===== config.mk =====
export PLATFORM = sky130hd
export DESIGN_NAME = bus_controller
export DESIGN_NICKNAME = d
export VERILOG_FILES = /design/src/rtl/bus_controller.sv
export SDC_FILE = /design/constraint.sdc
export NUM_CORES = 1
export LEC_CHECK = 0
export ABC_AREA = 1
export BUFFER_PORTS_ARGS = -buffer_cell sky130_fd_sc_hd__buf_2
export CAP_MARGIN = 20
export CORE_AREA = 2 2 197 199
export CTS_CLUSTER_DIAMETER = 100
export DETAILED_ROUTE_END_ITERATION = 6
export DIE_AREA = 0 0 199 201
export GPL_TIMING_DRIVEN = 0
export PLACE_DENSITY = 0.46
export SLEW_MARGIN = 0
export SYNTH_ARGS = -nofsm -noshare
export SYNTH_HDL_FRONTEND = slang
export SYNTH_SLANG_ARGS = --single-unit

===== constraint.sdc =====
create_clock -name CLK -period 3.4 [get_ports CLK]
set_input_delay 0.17 -clock CLK [delete_from_list [all_inputs] [get_ports CLK]]
set_output_delay 0.17 -clock CLK [all_outputs]
set_load 0.01 [all_outputs]

===== src/rtl/bus_controller.sv =====
// bus_controller: arbitrates two cores' icache/dcache word requests onto a
// single-ported RAM and acts as the responder for dcache coherence snoops,
// including cache-to-cache transfer with simultaneous RAM write-back.
//
// Handshake: a cache holds its request (iREN/dREN/dWEN/cctrans) and its
// address/data stable until its wait line drops.  A wait line is low for
// exactly one cycle per completed word, and the controller leaves the state
// on that same edge.  RAM enables/address are held until ramstate==ACCESS;
// BUSY and ERROR both simply extend the cycle.
module bus_controller (
  input  logic             CLK,
  input  logic             RST,
  input  logic [1:0]       iREN,
  input  logic [1:0][31:0] iaddr,
  output logic [1:0]       iwait,
  output logic [1:0][31:0] iload,
  input  logic [1:0]       dREN,
  input  logic [1:0]       dWEN,
  input  logic [1:0][31:0] daddr,
  input  logic [1:0][31:0] dstore,
  output logic [1:0]       dwait,
  output logic [1:0][31:0] dload,
  input  logic [1:0]       cctrans,
  input  logic [1:0]       ccwrite,
  output logic [1:0]       ccwait,
  output logic [1:0]       ccinv,
  output logic [1:0][31:0] ccsnoopaddr,
  output logic             ramREN,
  output logic             ramWEN,
  output logic [31:0]      ramaddr,
  output logic [31:0]      ramstore,
  input  logic [31:0]      ramload,
  input  logic [1:0]       ramstate,
  output logic [2:0]       o_dbg_state
);

  typedef enum logic [2:0] {
    IDLE   = 3'd0,
    IFETCH = 3'd1,
    DREAD  = 3'd2,
    DWRITE = 3'd3,
    SNOOP  = 3'd4,
    XFER1  = 3'd5,
    XFER2  = 3'd6
  } bus_state_t;

  localparam logic [1:0] RAM_ACCESS = 2'd2;

  bus_state_t r_state;
  bus_state_t w_next_state;
  logic       r_g;
  logic       w_next_g;
  logic       r_lastgrant;
  logic       w_next_lastgrant;
  logic       r_phase;
  logic       w_next_phase;
  logic       w_pick;
  logic       w_j;
  logic       w_access;
  logic [1:0] w_dreq;

  // The snoop target is always the core that was not granted.
  assign w_j         = ~r_g;
  assign w_access    = (ramstate == RAM_ACCESS);
  assign w_dreq      = dREN | dWEN | cctrans;
  assign o_dbg_state = r_state;

  // State, grant and snoop-phase registers with synchronous reset.
  always_ff @(posedge CLK) begin
    if (RST) begin
      r_state     <= IDLE;
      r_g         <= 1'b0;
      r_lastgrant <= 1'b0;
      r_phase     <= 1'b0;
    end else begin
      r_state     <= w_next_state;
      r_g         <= w_next_g;
      r_lastgrant <= w_next_lastgrant;
      r_phase     <= w_next_phase;
    end
  end

  // Next-state: dcache-over-icache arbitration with round robin between cores.
  always_comb begin
    w_next_state     = r_state;
    w_next_g         = r_g;
    w_next_lastgrant = r_lastgrant;
    w_next_phase     = r_phase;
    w_pick           = 1'b0;
    case (r_state)
      IDLE: begin
        if (|w_dreq) begin
          w_pick           = (&w_dreq) ? ~r_lastgrant : w_dreq[1];
          w_next_g         = w_pick;
          w_next_lastgrant = w_pick;
          w_next_phase     = 1'b0;
          if (cctrans[w_pick])   w_next_state = SNOOP;
          else if (dWEN[w_pick]) w_next_state = DWRITE;
          else                   w_next_state = DREAD;
        end else if (|iREN) begin
          w_pick           = (&iREN) ? ~r_lastgrant : iREN[1];
          w_next_g         = w_pick;
          w_next_lastgrant = w_pick;
          w_next_state     = IFETCH;
        end
      end
      IFETCH, DREAD, DWRITE: begin
        if (w_access) w_next_state = IDLE;
      end
      SNOOP: begin
        // Two fixed cycles; the target answers in the second one.
        if (!r_phase) begin
          w_next_phase = 1'b1;
        end else begin
          w_next_phase = 1'b0;
          if (cctrans[w_j])   w_next_state = XFER1;
          else if (dREN[r_g]) w_next_state = DREAD;
          else                w_next_state = IDLE;
        end
      end
      XFER1: begin
        if (w_access) w_next_state = XFER2;
      end
      XFER2: begin
        if (w_access) w_next_state = IDLE;
      end
      default: w_next_state = IDLE;
    endcase
  end

  // Outputs: decoded from state and grant, completion gated by RAM ACCESS.
  always_comb begin
    iwait       = 2'b11;
    iload       = '0;
    dwait       = 2'b11;
    dload       = '0;
    ccwait      = 2'b00;
    ccinv       = 2'b00;
    ccsnoopaddr = '0;
    ramREN      = 1'b0;
    ramWEN      = 1'b0;
    ramaddr     = '0;
    ramstore    = '0;
    case (r_state)
      IFETCH: begin
        ramREN  = 1'b1;
        ramaddr = iaddr[r_g];
        if (w_access) begin
          iwait[r_g] = 1'b0;
          iload[r_g] = ramload;
        end
      end
      DREAD: begin
        ramREN  = 1'b1;
        ramaddr = daddr[r_g];
        if (w_access) begin
          dwait[r_g] = 1'b0;
          dload[r_g] = ramload;
        end
      end
      DWRITE: begin
        ramWEN   = 1'b1;
        ramaddr  = daddr[r_g];
        ramstore = dstore[r_g];
        if (w_access) dwait[r_g] = 1'b0;
      end
      SNOOP: begin
        ccwait[w_j]      = 1'b1;
        ccinv[w_j]       = ccwrite[r_g];
        ccsnoopaddr[w_j] = daddr[r_g];
      end
      XFER1, XFER2: begin
        // Modified line: forward to the requester and write back in one go.
        ccwait[w_j] = 1'b1;
        dload[r_g]  = dstore[w_j];
        ramWEN      = 1'b1;
        ramaddr     = daddr[w_j];
        ramstore    = dstore[w_j];
        if (w_access) begin
          dwait[r_g] = 1'b0;
          dwait[w_j] = 1'b0;
        end
      end
      default: ;
    endcase
  end

endmodule


==> flow_metrics.tcl <==
set metrics [dict create \
    status "complete, no violations" \
    preCtsSetupSlack_ps 250 \
    slowest_stage "clkbuf_1" \
    drive_gt1_share_pct 40.6 \
    areaGrowthSynthToFinish_pct 76.5 \
    avgViaCountPerCell 4.46 \
    drt-initial-drc-count 528 \
    finalCriticalPeriod_ps 3190 \
    overflow 0 \
    synth-seq-cells 5 \
    grt_pass1_wl_mm 55.8 \
    rsz0062_at_grt "no" \
    die_area_um2 40000 \
    nFillCells 4589 \
    post_drt_wl_per_cell_um 21.8 \
    grt_max_degree 11 \
    core-area_um2 38100 \
    finalSetupTns_ps 0 \
    clock-root-buffer "clkbuf_16" \
    io_buffers 506 \
    synth.avg_cell_area_um2 4.93 \
    cts_hold_buf 0 \
    clock.fmax_ghz 0.313 \
    die_w_um 199 \
    p_comb_share_pct 91.7 \
    numCtsBuffers 3 \
    hp-class "in2reg" \
    whs_ps 179 \
    cts_sinks 5 \
    fin_crit_sh_pct 93.9 \
    critPathCaptureType "output pin" \
    grt_pass1_vias 8167 \
    crit_type "reg2out" \
    post-cts-setup-buffers 0 \
    critPathMaxStageDelay_ps 920 \
    p_per_area_nw_per_um2 478 \
    power.leakage_nw 4.65 \
    post-route-drc-count 0 \
    ctsLongestPathBuffers 2 \
    setup_viol 0 \
    dr.pass1.iters 6 \
    p_switching_mw 2.39 \
    grt_usage_pct 19.2 \
    ys_seq_area_share_pct 2.35 \
    antenna_found_initial 6 \
    postRouteAntennaNets 0 \
    seqPwrFrac_pct 2.9 \
    tightest_slew_ps 1160 \
    cp.required_ps 3230 \
    ctsResizeCount 0 \
    clk_pin_slew_ps 30 \
    syn_nets 1104 \
    start_util_pct 11.2 \
    rows 72 \
    netlist_area_um2 4270 \
    gp_congestion 0.880 \
    cts_tree "built" \
    htree_levels 1 \
    synthDistinctLibCells 28 \
    power.share.clock_pct 5.4 \
    cap_violations 0 \
    clock_latency_ps 230 \
    synth_warnings 0 \
    dp.cells 1890 \
    netlist_instances 866 \
    wl_mm 41.2 \
    fin_cells 1896 \
    hold_viol_final 0 \
    slew_headroom_pct 22.4 \
    nets 1615 \
    cp-start-kind "register" \
    dr_total_vias 8457 \
    intPower_mw 1.21 \
    worstPathArrival_ps 3020 \
    io_pins 507 \
    path_cells "buf_2, clkbuf_1, clkbuf_1, a31oi_1, o2111ai_1, buf_2" \
    dp_hpwl_mm 34.4 \
    slew_viol_final 0 \
    setup_slack_ps 207 \
    clock_skew_ps 2.29 \
    power.share.switching_pct 66.4 \
    peakVddDrop_mv 0.205 \
    fp.dieH_um 201 \
    path_max_fanout 10 \
]
## routing by layer
layer  global-route usage [%]  vias up  wire [µm]
met5                        0        -          0
met4                     5.22        0       1170
met3                     2.62       61       2960
met2                     36.1      528      20800
met1                     22.4     3961      16300
li1                         -     3907          -
## kinds of logic after synthesis
family          after synthesis  share of synthesized area [%]
compound gates              229                           38.3
xor+xnor                      1                          0.381
buf+inv                     227                           21.8
flops                         5                           2.35
simple gates                404                           37.1
## cells in the mapped netlist
cell	instances	area (µm²)
nand2_1	217	815
nor2_1	162	608
inv_1	154	578
o22ai_1	60	375
o21ai_0	44	220
clkbuf_1	38	143
o211ai_1	34	255
o2111ai_1	33	289
o221ai_1	21	184
buf_2	20	100
a31oi_1	17	106
nand3_1	17	85.1
o221ai_2	10	150
a21oi_1	8	40.0
buf_6	6	67.6
dfxtp_1	5	100
buf_1	4	15.0
inv_2	3	11.3
a211oi_1	2	15.0
buf_4	2	15.0
nand2_2	2	12.5
nand2_4	1	11.3
nor2_4	1	11.3
nor2_8	1	20.0
nor3_1	1	5.00
nor3_2	1	10.0
or2_2	1	6.26
xor2_2	1	16.3
## power groups by stage
| stage | Sequential, mW | Clock, mW | Combinational [mW] |
|---|---|---|---|
| 2_1_floorplan | 0.109 | 0 | 1.70 |
| 3_3_place_gp | 0.105 | 0 | 3.35 |
| 5_1_grt | 0.110 | 0.200 | 3.59 |
| 3_5_place_dp | 0.106 | 0 | 3.35 |
| 6_report | 0.104 | 0.196 | 3.30 |
| 4_1_cts | 0.105 | 0.196 | 3.36 |
## path summary, 6_finish.rpt
| path | startpoint | endpoint | slack (ps) | depth (start not counted) |
|---|---|---|---|---|
| max reg2reg | r_lastgrant | r_lastgrant | 1530 | 6 |
| min | RST | o_dbg_state[0] | 180 | 2 |
| max | r_lastgrant | ramaddr[27] | 210 | 6 |
| min reg2reg | r_phase | r_phase | 480 | 2 |
## sequential cells by signal, indices dropped and copies added (netlist names)
| name | count |
|---|---|
| o_dbg_state | 3 |
| r_phase | 1 |
| r_lastgrant | 1 |
## stage by stage
step	power, mW	util [%]	instance area [µm²]
6_report	3.60	19.8	7530
5_1_grt	3.90	19.8	7530
4_1_cts	3.67	19.7	7520
3_5_place_dp	3.46	19.5	7450
3_3_place_gp	3.45	19.5	7450
2_1_floorplan	1.81	-	4270
## cell usage in the layout, fill, tap and decap left out
| cell | n |
|---|---|
| a211oi_1 | 2 |
| nor3_1 | 1 |
| o221ai_1 | 21 |
| nor3_2 | 1 |
| nand3_1 | 17 |
| clkbuf_16 | 3 |
| dfxtp_1 | 5 |
| o2111ai_1 | 33 |
| buf_4 | 2 |
| buf_6 | 6 |
| nand2_4 | 1 |
| buf_1 | 4 |
| nand2_1 | 217 |
| clkbuf_1 | 39 |
| diode_2 | 2 |
| nor2_8 | 1 |
| inv_1 | 154 |
| o22ai_1 | 60 |
| nor2_1 | 162 |
| o211ai_1 | 34 |
| inv_2 | 3 |
| a31oi_1 | 17 |
| a21oi_1 | 8 |
| o221ai_2 | 10 |
| xor2_2 | 1 |
| nor2_4 | 1 |
| nand2_2 | 2 |
| buf_2 | 526 |
| or2_2 | 1 |
| o21ai_0 | 44 |
## final cells by class
| class | count | area [µm²] | share of cell area, % |
|---|---|---|---|
| plain buffers | 70 | 340 | 4.52 |
| well taps | 518 | 648 | 8.61 |
| flip-flops and latches | 5 | 100 | 1.33 |
| inverters | 157 | 589 | 7.83 |
| diodes | 2 | 5.00 | 0.0665 |
| multi-input cells | 634 | 3240 | 43.0 |
| clock buffers | 4 | 78.8 | 1.05 |
| repair buffers | 506 | 2530 | 33.6 |
## critical path, delay by kind of cell (launching register included)
kind / cells / cell delay [ps]
buffers and inverters: 4 / 2050
AO/OA/AOI/OAI: 2 / 440
flip-flops: 1 / 290
Power figures use the tool's default switching activity.
